===== src/rtl/team_12_uart_pkg.sv =====
// Shared types and frame constants for the team_12 UART transmitter.
package team_12_uart_pkg;
    localparam int DATA_BITS  = 8;
    localparam int FRAME_BITS = DATA_BITS + 2;

    typedef enum logic [1:0] {
        IDLE  = 2'd0,
        START = 2'd1,
        DATA  = 2'd2,
        STOP  = 2'd3
    } state_t;
endpackage


===== src/rtl/team_12_sync_fifo.sv =====
// Synchronous first-word-fall-through FIFO with occupancy count and synchronous flush.
module team_12_sync_fifo #(
    parameter int WIDTH = 8,
    parameter int DEPTH = 8
) (
    input  logic                     clk,
    input  logic                     nrst,
    input  logic                     flush,
    input  logic                     push,
    input  logic                     pop,
    input  logic [WIDTH-1:0]         din,
    output logic [WIDTH-1:0]         dout,
    output logic                     full,
    output logic                     empty,
    output logic [$clog2(DEPTH):0]   count
);
    localparam int AW = $clog2(DEPTH);

    logic [WIDTH-1:0] mem [DEPTH];
    logic [AW-1:0]    rd_ptr;
    logic [AW-1:0]    wr_ptr;
    logic             do_push;
    logic             do_pop;

    assign full    = (count == (AW+1)'(DEPTH));
    assign empty   = (count == '0);
    assign do_push = push & ~full;
    assign do_pop  = pop & ~empty;
    assign dout    = mem[rd_ptr];

    // Pointers wrap naturally because DEPTH is a power of two.
    always_ff @(posedge clk) begin
        if (!nrst || flush) begin
            rd_ptr <= '0;
            wr_ptr <= '0;
            count  <= '0;
        end else begin
            if (do_push) wr_ptr <= wr_ptr + 1'b1;
            if (do_pop)  rd_ptr <= rd_ptr + 1'b1;
            case ({do_push, do_pop})
                2'b10:   count <= count + 1'b1;
                2'b01:   count <= count - 1'b1;
                default: ;
            endcase
        end
    end

    always_ff @(posedge clk) begin
        if (do_push) mem[wr_ptr] <= din;
    end
endmodule


===== src/rtl/team_12_uart_tx.sv =====
// 8N1 UART transmitter fed by a byte FIFO; tx is registered and idles high.
module team_12_uart_tx
    import team_12_uart_pkg::*;
#(
    parameter int CLKS_PER_BIT = 100,
    parameter int FIFO_DEPTH   = 8
) (
    input  logic                          clk,
    input  logic                          nrst,
    input  logic                          en,
    input  logic [7:0]                    wr_data,
    input  logic                          wr_valid,
    output logic                          wr_ready,
    output logic                          tx,
    output logic                          tx_oeb,
    output logic                          busy,
    output logic [$clog2(FIFO_DEPTH):0]   fifo_count
);
    localparam int BW = $clog2(CLKS_PER_BIT);
    localparam logic [BW-1:0] BAUD_LAST = BW'(CLKS_PER_BIT - 1);
    localparam logic [2:0]    BIT_LAST  = 3'(DATA_BITS - 1);

    state_t        state, state_n;
    logic [BW-1:0] baud, baud_n;
    logic [2:0]    bit_idx, bit_n;
    logic [7:0]    shift, shift_n;
    logic          tx_q, tx_n;
    logic          pop;
    logic          full, empty;
    logic [7:0]    head;
    logic          last;

    assign wr_ready = en & ~full;
    assign tx_oeb   = ~en;
    assign tx       = tx_q;
    assign busy     = (state != IDLE) | ~empty;
    assign last     = (baud == BAUD_LAST);

    team_12_sync_fifo #(.WIDTH(8), .DEPTH(FIFO_DEPTH)) u_fifo (
        .clk   (clk),
        .nrst  (nrst),
        .flush (~en),
        .push  (wr_valid & wr_ready),
        .pop   (pop),
        .din   (wr_data),
        .dout  (head),
        .full  (full),
        .empty (empty),
        .count (fifo_count)
    );

    always_comb begin
        state_n = state;
        baud_n  = baud + 1'b1;
        bit_n   = bit_idx;
        shift_n = shift;
        pop     = 1'b0;
        case (state)
            IDLE: begin
                baud_n = '0;
                if (!empty) begin
                    pop     = 1'b1;
                    shift_n = head;
                    state_n = START;
                end
            end
            START: begin
                if (last) begin
                    baud_n  = '0;
                    bit_n   = '0;
                    state_n = DATA;
                end
            end
            DATA: begin
                if (last) begin
                    baud_n  = '0;
                    shift_n = shift >> 1;
                    if (bit_idx == BIT_LAST) state_n = STOP;
                    else                     bit_n   = bit_idx + 1'b1;
                end
            end
            STOP: begin
                if (last) begin
                    baud_n = '0;
                    // Chain straight into the next start bit when more data waits.
                    if (!empty) begin
                        pop     = 1'b1;
                        shift_n = head;
                        state_n = START;
                    end else begin
                        state_n = IDLE;
                    end
                end
            end
            default: state_n = IDLE;
        endcase
        // Line level is derived from where the FSM lands, so tx updates with the state.
        case (state_n)
            START:   tx_n = 1'b0;
            DATA:    tx_n = shift_n[0];
            default: tx_n = 1'b1;
        endcase
    end

    always_ff @(posedge clk) begin
        if (!nrst || !en) begin
            state   <= IDLE;
            baud    <= '0;
            bit_idx <= '0;
            shift   <= '0;
            tx_q    <= 1'b1;
        end else begin
            state   <= state_n;
            baud    <= baud_n;
            bit_idx <= bit_n;
            shift   <= shift_n;
            tx_q    <= tx_n;
        end
    end
endmodule


===== config.mk =====
export PLATFORM = sky130hd
export DESIGN_NAME = team_12_uart_tx
export DESIGN_NICKNAME = d
export VERILOG_FILES = /design/src/rtl/team_12_uart_pkg.sv /design/src/rtl/team_12_sync_fifo.sv /design/src/rtl/team_12_uart_tx.sv
export SDC_FILE = /design/constraint.sdc
export NUM_CORES = 1
export LEC_CHECK = 0
export CORE_MARGIN = 2
export CORE_UTILIZATION = 40
export CTS_BUF_LIST = sky130_fd_sc_hd__clkbuf_4
export DETAILED_ROUTE_END_ITERATION = 16
export GPL_ROUTABILITY_DRIVEN = 0
export PLACE_DENSITY = 0.58
export SLEW_MARGIN = 25
export SYNTH_ARGS = -nofsm -noshare
export SYNTH_HDL_FRONTEND = slang
export SYNTH_SLANG_ARGS = --single-unit
export TNS_END_PERCENT = 100

===== constraint.sdc =====
create_clock -name clk -period 6.87 [get_ports clk]
set_input_delay 1.0305 -clock clk [delete_from_list [all_inputs] [get_ports clk]]
set_output_delay 1.0305 -clock clk [all_outputs]
set_load 0.03 [all_outputs]

==> impl_summary.txt <==
----------------------------------------------------
[Finish]
  Fraction of final layout cells sized beyond drive strength 1 ... about an eighth
  Antenna diodes ... 0
  Final nets ... 358
  Number of fill cells in the layout ... 955
  Area overhead of the layout relative to synthesis ... 11.20%

[Pwr]
  Power per unit of standard cell area ... 231.0 mW/mm^2
  Total Power ... about 1100 uW
  IR drop worst, VDD ... ~0.00018 V
  Leakage Power ... 0.001491 uW

[Global routing]
  Overall routing resource usage ... 14.23%
  Antenna violations before repair ... 0
  Overflow after GRT ... 0
  First-pass GRT wire length ... about 12000 microns
  Pin count of the biggest net entering global routing ... 23
  Vias in the first global route ... 2397

[Critical path]
  Flop-to-flop setup slack ... 3960 ps
  Type of origin of the critical path ... input port
  Largest fanout on the critical path ... 5
  Worst flop-to-flop path endpoint ... u_fifo.count[2]
  Library cell contributing the largest single delay on the critical path ... sky130_fd_sc_hd__clkdlybuf4s50_1
  Cell seen most often among critical-path stages ... sky130_fd_sc_hd__clkdlybuf4s50_1
  Series of cell instances along the critical path ... clkdlybuf4s50_1 -> inv_1 -> a21oi_1 -> clkdlybuf4s50_1
  Number of cell instances on the worst register-to-register path ... 10
  RR Startpoint ... baud[2]
  WS Path Type ... in -> out
  Required time at the endpoint of the critical path ... approximately 5800 ps
  Endpoint class of the critical path ... primary output
  Peak per-stage delay on the critical path ... ~760 ps
  Data arrival time at the worst-slack endpoint ... 2770 ps

[Synthesis]
  Flops & latches, synth ... 98
  Number of synthesized flops with an enable pin ... 64
  Share of the yosys chip area belonging to registers ... roughly 62%
  Post-Syn Instances ... between 300 and 400
  Cell type contributing the most total cell area after synthesis ... sky130_fd_sc_hd__edfxtp_1
  Mapped cell area ... 0.004210 sq mm
  Dominant register cell in the synthesized netlist ... sky130_fd_sc_hd__edfxtp_1
  Net Count, Synth ... around 340
  Async set-reset flop share out of synthesis ... 0%
  Library cells used by synthesis ... 46
  Top-area cell type share of the netlist area ... between 40 and 50%
  Most frequently used cell type in the post-synthesis netlist ... sky130_fd_sc_hd__edfxtp_1
  Most numerous cell types in the synthesized netlist ... 64 x sky130_fd_sc_hd__edfxtp_1, 34 x sky130_fd_sc_hd__dfxtp_1, 28 x sky130_fd_sc_hd__nor2_1, 20 x sky130_fd_sc_hd__nand2_1, 17 x sky130_fd_sc_hd__a21oi_1
  Post-synthesis average cell area ... around 13 sq um
  Yosys warning total ... 0
  Top post-synthesis cells by area ... sky130_fd_sc_hd__edfxtp_1 46%, sky130_fd_sc_hd__dfxtp_1 16%, sky130_fd_sc_hd__mux4_2 7.5%

[Timing]
  Worst Max-Slew Pin Slew ... 901.1 ps
  Post-layout minimum cycle time ... between 3000 and 4000 ps
  Unrepaired setup endpoints after global routing ... no
  Max Transition Viols Final ... 0
  Final hold vios ... 0
  Max-slew headroom at the worst pin ... between 30 and 40%
  Tcrit/Tclk final ... 55.31%
  Final Skew ... ~15 ps
  Min Hold Slack ... about 450 ps
  Setup TNS ... 0 ps
  Top achievable clock speed ... roughly 260 MHz
  Count of endpoints failing setup in the final report ... 0

[Placement]
  DP Wirelength ... around 5200 microns
  Total of buffers placed on input and output ports ... 19

[Clocking]
  Num Clock Sinks ... 98
  Level count of the clock H-tree ... 3
  Total of cells resized after clock tree synthesis ... 0
  CTS root buf ... sky130_fd_sc_hd__clkbuf_4
  Worst skew pair latency ... 460 ps
  CTS max path bufs ... 2
  Setup bufs post-CTS ... 0
  Clock transition time at the flip-flop clock pins of the worst setup and hold paths ... ~140 ps
  Clock tree from TritonCTS ... built
  Hold-fix buffers at CTS ... 0
  CTS Buf Count ... 9

[Floorplan]
  Die Area ... 0.01136 sq mm
  Placeable core area ... 0.01028 sq mm
  Initial standard-cell utilization of the core ... 40.97%
  Rows ... 37
  Chip Width ... 106.6 microns
  Number of placed I/O pins ... 20
  Die Y-Extent ... 106.6 microns

[Flow run]
  Reported max-cap violation count ... 0

[Routing]
  Number of remaining DRC errors ... 0
  Vias after detailed routing ... around 2500
  Via count normalized by instance count ... 5.179
  Wirelength per Cell ... 15.97 microns
  Wire length reported by the detailed router ... 7570 microns
  Total iterations of the first detailed-routing run ... 4
  Final antenna-violating net count ... 0
  1st-iter DRT viols ... 99

[Run status]
  Status ... finished clean

[Min path]
  Hold endpoint ... baud[0]
  Class of the worst hold path ... reg -> reg
  HP Start ... baud[0]
  Hold Path Depth ... 1

----------------------------------------------------
state kept, by name, summed over array words and instances, names as in the netlist, named ones only:
| name | count |
|---|---|
| baud | 7 |
| bit_idx | 3 |
| shift | 8 |
| state | 2 |
| tx | 1 |
| u_fifo.count | 4 |
| u_fifo.mem | 64 |
| u_fifo.rd_ptr | 3 |
| u_fifo.wr_ptr | 3 |
per-stage QoR:
step	utilization (%)	area [sq um]	instances	worst slack [ps]
after floorplan	-	4210	313	3451
after global placement	44.13	4536	458	3081
after detailed placement	44.13	4536	458	3022
after CTS	45.51	4677	474	3084
after global routing	45.56	4682	474	3026
final	45.56	4682	474	3070
worst max path at each step:
stage / slack (ps) / to / start
2_1_floorplan: 3450 / u_fifo.mem[0][0] / en
3_3_place_gp: 3080 / u_fifo.mem[0][4] / en
3_5_place_dp: 3020 / u_fifo.mem[0][4] / en
4_1_cts: 3080 / wr_ready / en
5_1_grt: 3030 / wr_ready / en
6_report: 3070 / wr_ready / en
cells by family after synthesis:
kind of cell | synth area share, %
multiplexers | 10.34
AO/OA/AOI/OAI | 8.381
AND/OR/NAND/NOR | 11.47
XOR/XNOR | 2.496
adder cells (fa/ha/maj) | 3.863
buffers and inverters | 1.634
flip-flops | 61.81
layout make-up:
cell class,instances,area (sq um),area share [%]
Clock inverter,6,66.31,1.416
Clock buffer,10,75.07,1.603
Sequential cell,98,2603,55.59
Inverter,5,18.77,0.4009
Tap cell,136,170.2,3.634
Timing Repair Buffer,21,205.2,4.383
Multi-Input combinational cell,198,1544,32.98
power by group:
group,total (uW),internal (uW),switching [uW],leakage (uW)
Sequential,644,637,7.95,0.000853
Clock,305,116,188,0.0000759
Combinational,132,58.2,74.2,0.000563
Total,1080,811,271,0.00149
critical path: cells and delay by family:
kind | cells | cell delay (ps)
buf+inv | 3 | 1340
compound gates | 1 | 390
routing by layer:
layer	vias to the layer above	wire length, microns	global-route usage (%)
met5	-	0	0
met1	1193	3500	17.04
met3	6	313	5.289
met2	30	3653	23.61
met4	0	102	5.009
li1	1226	-	-
cell usage in the layout (no fill, tap or decap), types with 2 or more instances in the layout:
cell / Yosys / routed
sky130_fd_sc_hd__clkbuf_4: 0 / 10
sky130_fd_sc_hd__inv_1: 5 / 5
sky130_fd_sc_hd__o211ai_1: 2 / 2
sky130_fd_sc_hd__nor3_2: 2 / 3
sky130_fd_sc_hd__xnor2_1: 5 / 5
sky130_fd_sc_hd__edfxtp_1: 64 / 64
sky130_fd_sc_hd__nand2_1: 20 / 20
sky130_fd_sc_hd__and3_1: 3 / 3
sky130_fd_sc_hd__and2_1: 2 / 2
sky130_fd_sc_hd__o21ai_2: 2 / 2
sky130_fd_sc_hd__clkdlybuf4s50_1: 0 / 19
sky130_fd_sc_hd__buf_4: 0 / 2
sky130_fd_sc_hd__nand2b_1: 4 / 4
sky130_fd_sc_hd__a21oi_1: 17 / 17
sky130_fd_sc_hd__nor2_1: 28 / 28
sky130_fd_sc_hd__nor3_1: 10 / 9
sky130_fd_sc_hd__a31oi_1: 2 / 2
sky130_fd_sc_hd__ha_1: 13 / 13
sky130_fd_sc_hd__mux2i_1: 12 / 12
sky130_fd_sc_hd__nand3b_1: 4 / 4
sky130_fd_sc_hd__nand3_1: 8 / 8
sky130_fd_sc_hd__dfxtp_1: 34 / 34
sky130_fd_sc_hd__or4_1: 2 / 2
sky130_fd_sc_hd__mux4_2: 14 / 14
sky130_fd_sc_hd__a22o_1: 7 / 7
sky130_fd_sc_hd__o21ai_0: 16 / 16
sky130_fd_sc_hd__xor2_1: 7 / 7
(Power assumes the default switching activity.)
